`src/rtl/alu_seq_pkg.sv`:
```
// Shared types and constants for the ALU operand sequencer
// and the logic units it feeds.
package alu_seq_pkg;

    localparam int DEF_WIDTH = 8;
    localparam int DEF_OPW   = 6;

    localparam logic [5:0] OP_NOR = 6'b100111;

    typedef enum logic [2:0] {
        WAIT_A  = 3'd0,
        WAIT_B  = 3'd1,
        WAIT_OP = 3'd2,
        CAPTURE = 3'd3,
        SHOW    = 3'd4
    } seq_state_e;

endpackage

```
`src/rtl/btn_conditioner.sv`:
```
// Raw push-button to single-cycle pulse:
// 2-flop synchroniser, debounce counter, rising-edge detect.
module btn_conditioner #(
    parameter int DB_CYCLES = 4
) (
    input  logic CLK,
    input  logic RST,
    input  logic BTN_IN,
    output logic PULSE
);

    localparam int CW = (DB_CYCLES < 1) ? 1 : $clog2(DB_CYCLES + 1);

    logic [1:0]    sync;
    logic          level;
    logic          level_q;
    logic [CW-1:0] cnt;

    always_ff @(posedge CLK) begin
        if (RST) begin
            sync    <= '0;
            level   <= 1'b0;
            level_q <= 1'b0;
            cnt     <= '0;
        end else begin
            sync    <= {sync[0], BTN_IN};
            level_q <= level;
            // Level flips only after a long enough run of disagreement
            if (sync[1] != level) begin
                if (cnt == CW'(DB_CYCLES)) begin
                    level <= sync[1];
                    cnt   <= '0;
                end else begin
                    cnt <= cnt + CW'(1);
                end
            end else begin
                cnt <= '0;
            end
        end
    end

    assign PULSE = level & ~level_q & ~RST;

endmodule

```
`src/rtl/alu_operand_sequencer.sv`:
```
// Steps a shared switch bank through A, B and OP, then captures
// the downstream unit's result for display.
module alu_operand_sequencer
    import alu_seq_pkg::*;
#(
    parameter int WIDTH     = DEF_WIDTH,
    parameter int OPW       = DEF_OPW,
    parameter int DB_CYCLES = 4
) (
    input  logic             CLK,
    input  logic             RST,
    input  logic [WIDTH-1:0] SW,
    input  logic             BTN_LOAD,
    input  logic             BTN_CLEAR,
    output logic [WIDTH-1:0] A,
    output logic [WIDTH-1:0] B,
    output logic [OPW-1:0]   OP,
    input  logic [WIDTH-1:0] Z,
    output logic [WIDTH-1:0] RESULT,
    output logic             VALID,
    output logic [2:0]       STATE
);

    logic load_p;
    logic clr_p;

    btn_conditioner #(.DB_CYCLES(DB_CYCLES)) u_load (
        .CLK    (CLK),
        .RST    (RST),
        .BTN_IN (BTN_LOAD),
        .PULSE  (load_p)
    );

    btn_conditioner #(.DB_CYCLES(DB_CYCLES)) u_clear (
        .CLK    (CLK),
        .RST    (RST),
        .BTN_IN (BTN_CLEAR),
        .PULSE  (clr_p)
    );

    seq_state_e       state_q, state_d;
    logic [WIDTH-1:0] a_q, a_d;
    logic [WIDTH-1:0] b_q, b_d;
    logic [OPW-1:0]   op_q, op_d;
    logic [WIDTH-1:0] res_q, res_d;
    logic             vld_q, vld_d;

    always_ff @(posedge CLK) begin
        if (RST) begin
            state_q <= WAIT_A;
            a_q     <= '0;
            b_q     <= '0;
            op_q    <= '0;
            res_q   <= '0;
            vld_q   <= 1'b0;
        end else begin
            state_q <= state_d;
            a_q     <= a_d;
            b_q     <= b_d;
            op_q    <= op_d;
            res_q   <= res_d;
            vld_q   <= vld_d;
        end
    end

    always_comb begin
        state_d = state_q;
        a_d     = a_q;
        b_d     = b_q;
        op_d    = op_q;
        res_d   = res_q;
        vld_d   = vld_q;
        if (clr_p) begin
            state_d = WAIT_A;
            a_d     = '0;
            b_d     = '0;
            op_d    = '0;
            res_d   = '0;
            vld_d   = 1'b0;
        end else begin
            case (state_q)
                WAIT_A: if (load_p) begin
                    a_d     = SW;
                    state_d = WAIT_B;
                end
                WAIT_B: if (load_p) begin
                    b_d     = SW;
                    state_d = WAIT_OP;
                end
                WAIT_OP: if (load_p) begin
                    op_d    = SW[OPW-1:0];
                    state_d = CAPTURE;
                end
                // Z has had a full cycle to settle on the new OP
                CAPTURE: begin
                    res_d   = Z;
                    vld_d   = 1'b1;
                    state_d = SHOW;
                end
                SHOW: if (load_p) begin
                    a_d     = SW;
                    vld_d   = 1'b0;
                    state_d = WAIT_B;
                end
                default: state_d = WAIT_A;
            endcase
        end
    end

    assign A      = a_q;
    assign B      = b_q;
    assign OP     = op_q;
    assign RESULT = res_q;
    assign VALID  = vld_q;
    assign STATE  = state_q;

endmodule

```
`config.mk`:
```
export PLATFORM = sky130hd
export DESIGN_NAME = alu_operand_sequencer
export DESIGN_NICKNAME = d
export VERILOG_FILES = /design/src/rtl/alu_seq_pkg.sv /design/src/rtl/btn_conditioner.sv /design/src/rtl/alu_operand_sequencer.sv
export SDC_FILE = /design/constraint.sdc
export NUM_CORES = 1
export LEC_CHECK = 0
export ABC_AREA = 1
export CAP_MARGIN = 20
export CORE_AREA = 4 4 67 75
export DETAILED_ROUTE_END_ITERATION = 12
export DIE_AREA = 0 0 71 79
export PLACE_DENSITY = 0.74
export SLEW_MARGIN = 20
export SYNTH_ARGS = -nofsm -noshare
export SYNTH_HDL_FRONTEND = slang
export SYNTH_HIERARCHICAL = 1
export SYNTH_SLANG_ARGS = --single-unit
export TNS_END_PERCENT = 30
```
`constraint.sdc`:
```
create_clock -name CLK -period 1.7 [get_ports CLK]
set_input_delay 0.51 -clock CLK [delete_from_list [all_inputs] [get_ports CLK]]
set_output_delay 0.51 -clock CLK [all_outputs]
set_load 0.05 [all_outputs]
```
==> results.json <==
{
  "outcome": "complete, no violations",
  "cp-start-kind": "input pin",
  "r2r_end": "A[3]$_SDFFE_PP0P_",
  "finalNetCount": 337,
  "final.min_clock_period_ns": 1.591,
  "syn_inst": 248,
  "die_x_um": 71,
  "crit_required_ns": 1.89,
  "grt_pass1_wl_um": 7210,
  "htreeDepth": 2,
  "track_usage_pct": 15.83,
  "maxCapViolations": 0,
  "fp.coreArea_um2": 4254,
  "clockBufferDepth": 2,
  "insertion_delay_ns": 0.29,
  "drc_errors": 0,
  "grt_max_degree": 14,
  "post_cts_buffers": 0,
  "fin_crit_sh_pct": 93.58,
  "wl_um": 4235,
  "p_leak_nw": 1.231,
  "via_per_inst": 4.802,
  "vias": 1767,
  "synth_top_area_share_pct": 51.37,
  "ant_nets": 0,
  "netlist_area_um2": 1871,
  "area_delta_synth_final_pct": 58.13,
  "maxSlewViolCount": 0,
  "portBuffers": 53,
  "placed_area_um2": 2868,
  "crit_end": "A[3]$_SDFFE_PP0P_",
  "die_area_um2": 5609,
  "drtIter0Drc": 91,
  "io_pins": 54,
  "routedWlPerCell_um": 11.51,
  "endpoint_kind": "flop",
  "mostFrequentLayoutCells": "nor2_1 (77), dfxtp_1 (48), buf_12 (34)",
  "design_area_um2": 2958,
  "first_pass_iters": 4,
  "cp.arrival_ns": 1.78,
  "syn_nets": 272,
  "rsz0062_at_grt": "no",
  "clk_pin_slew_worst_paths_ns": 0.08,
  "cts_buffers": 5,
  "gr-total-overflow": 0,
  "synth.area.top_cells": "dfxtp_1 (51%), nor2_1 (15%), nand2_1 (5.8%)",
  "rows": 25,
  "hold_viol_final": 0,
  "yosys_warnings": 6,
  "grt_pass1_vias": 1721,
  "root_buffer": "clkbuf_8",
  "cts.repair.resized": 0,
  "place_ws_ns": -0.2404,
  "irDropWorstVdd_mv": 0.5599,
  "setup_viol": 0,
  "drive_gt1_share_pct": 20.38,
  "worst-r2r-cell-count": 6,
  "hold_ws_ns": 0.4059,
  "layout_commonest_cell": "nor2_1",
  "seq_area_frac_synth_pct": 51.37,
  "yosysTopAreaCell": "dfxtp_1",
  "setup_slack_ns": 0.1091,
  "synth.distinct_cells": 20,
  "cp-startpoint": "RST",
  "worstHoldPathType": "flop to flop",
  "die_y_um": 79,
  "r2r_start": "u_load/level$_SDFFE_PP0P_",
  "syn_avg_cell_area_um2": 7.543,
  "diodes": 0,
  "fin_skew_ns": 0.007258,
  "initial_core_util_pct": 43.97,
  "post-dp-hpwl_um": 3482,
  "cts_tree": "built",
  "worst_pin_slew_ns": 0.4552,
  "synth-seq-cells": 48,
  "path_max_fanout": 10,
  "finalSetupTns_ns": 0,
  "powerDensity_nw_per_um2": 646.9,
  "antenna_found_initial": 0,
  "hold_buffers": 0,
  "slew-limit-headroom_pct": 69.54,
  "critPathKind": "input pin to flop",
  "r2r_slack_ns": 0.36,
  "gp_congestion": 0.8263,
  "fmax_mhz": 628.6,
  "cts_sinks": 48
}
[worst max-delay path, cell delays in order]
cell             delay (ns)
clkdlybuf4s50_1        0.43
nor3_1                 0.18
buf_4                  0.17
nand3_2                0.17
o21ai_0                0.26
nor2_1                 0.06
[registers in the layout, indices dropped and copies added (netlist names), 3 cells and up]
| signal | cells |
|---|---|
| A | 8 |
| B | 8 |
| STATE | 3 |
| OP | 6 |
| RESULT | 8 |
| u_clear/cnt | 3 |
| u_load/cnt | 3 |
[how the worst min path moves through the flow]
stage	depth (start not counted)	start	endpoint	slack, ns
final	2	u_load/sync[0]$_SDFF_PP0_	u_load/sync[1]$_SDFF_PP0_	0.41
after global routing	2	u_load/sync[0]$_SDFF_PP0_	u_load/sync[1]$_SDFF_PP0_	0.42
after CTS	2	u_load/sync[0]$_SDFF_PP0_	u_load/sync[1]$_SDFF_PP0_	0.41
after detailed placement	2	u_load/sync[0]$_SDFF_PP0_	u_load/sync[1]$_SDFF_PP0_	0.40
after global placement	2	u_clear/sync[0]$_SDFF_PP0_	u_clear/sync[1]$_SDFF_PP0_	0.39
after floorplan	2	u_clear/sync[0]$_SDFF_PP0_	u_clear/sync[1]$_SDFF_PP0_	0.39
[power breakdown]
part           internal [mW]  switching [mW]  leakage, nW
clock                  0.332           0.341       0.0455
combinational         0.0608          0.0474        0.798
sequential              1.13         0.00303        0.387
[per-stage QoR]
step	power [mW]	utilization, %	instances
2_1_floorplan	1.197	-	248
6_report	1.913	69.53	368
4_1_cts	1.934	69.53	368
5_1_grt	1.991	69.53	368
3_5_place_dp	1.266	67.41	360
3_3_place_gp	1.264	67.41	360
[kinds of logic after synthesis]
logic type	Yosys count	share of synthesized area, %
AOI/OAI and AO/OA	27	7.625
DFF	48	51.37
buffers and inverters	35	7.291
adders and majority gates	4	2.676
and+or+nand+nor	132	30.10
xor gates and xnor gates	2	0.9366
[per-layer routing]
metal	routed length (um)	share of wire (%)	vias to the layer above	global-route usage [%]
met5	0	0	-	0
met4	31	0.73	0	5.827
met3	229	5.4	4	3.797
met2	2232	53	41	29.59
met1	1742	41	809	17.05
li1	-	-	913	-
[cell type report]
type,instances,area [um2]
clock buffers,8,90.09
repair buffers,65,960.9
flip-flops and latches,48,960.9
fillers,357,1296
multi-input cells,165,773.2
inverters,28,105.1
well taps,54,67.56
[Yosys cell counts]
| library cell | n |
|---|---|
| nor2_4 | 1 |
| nor2_1 | 77 |
| nand2_1 | 29 |
| inv_1 | 23 |
| dfxtp_1 | 48 |
| o21ai_1 | 1 |
| nor2_2 | 4 |
| buf_2 | 4 |
| nor3_1 | 2 |
| a21oi_1 | 6 |
| o21ai_0 | 17 |
| nand3_2 | 1 |
| inv_2 | 5 |
| clkbuf_1 | 3 |
| ha_1 | 4 |
| nand4_1 | 15 |
| o21bai_1 | 2 |
| nand3_1 | 3 |
| a21boi_1 | 1 |
| xnor2_1 | 2 |
Power figures use the tool's default switching activity.
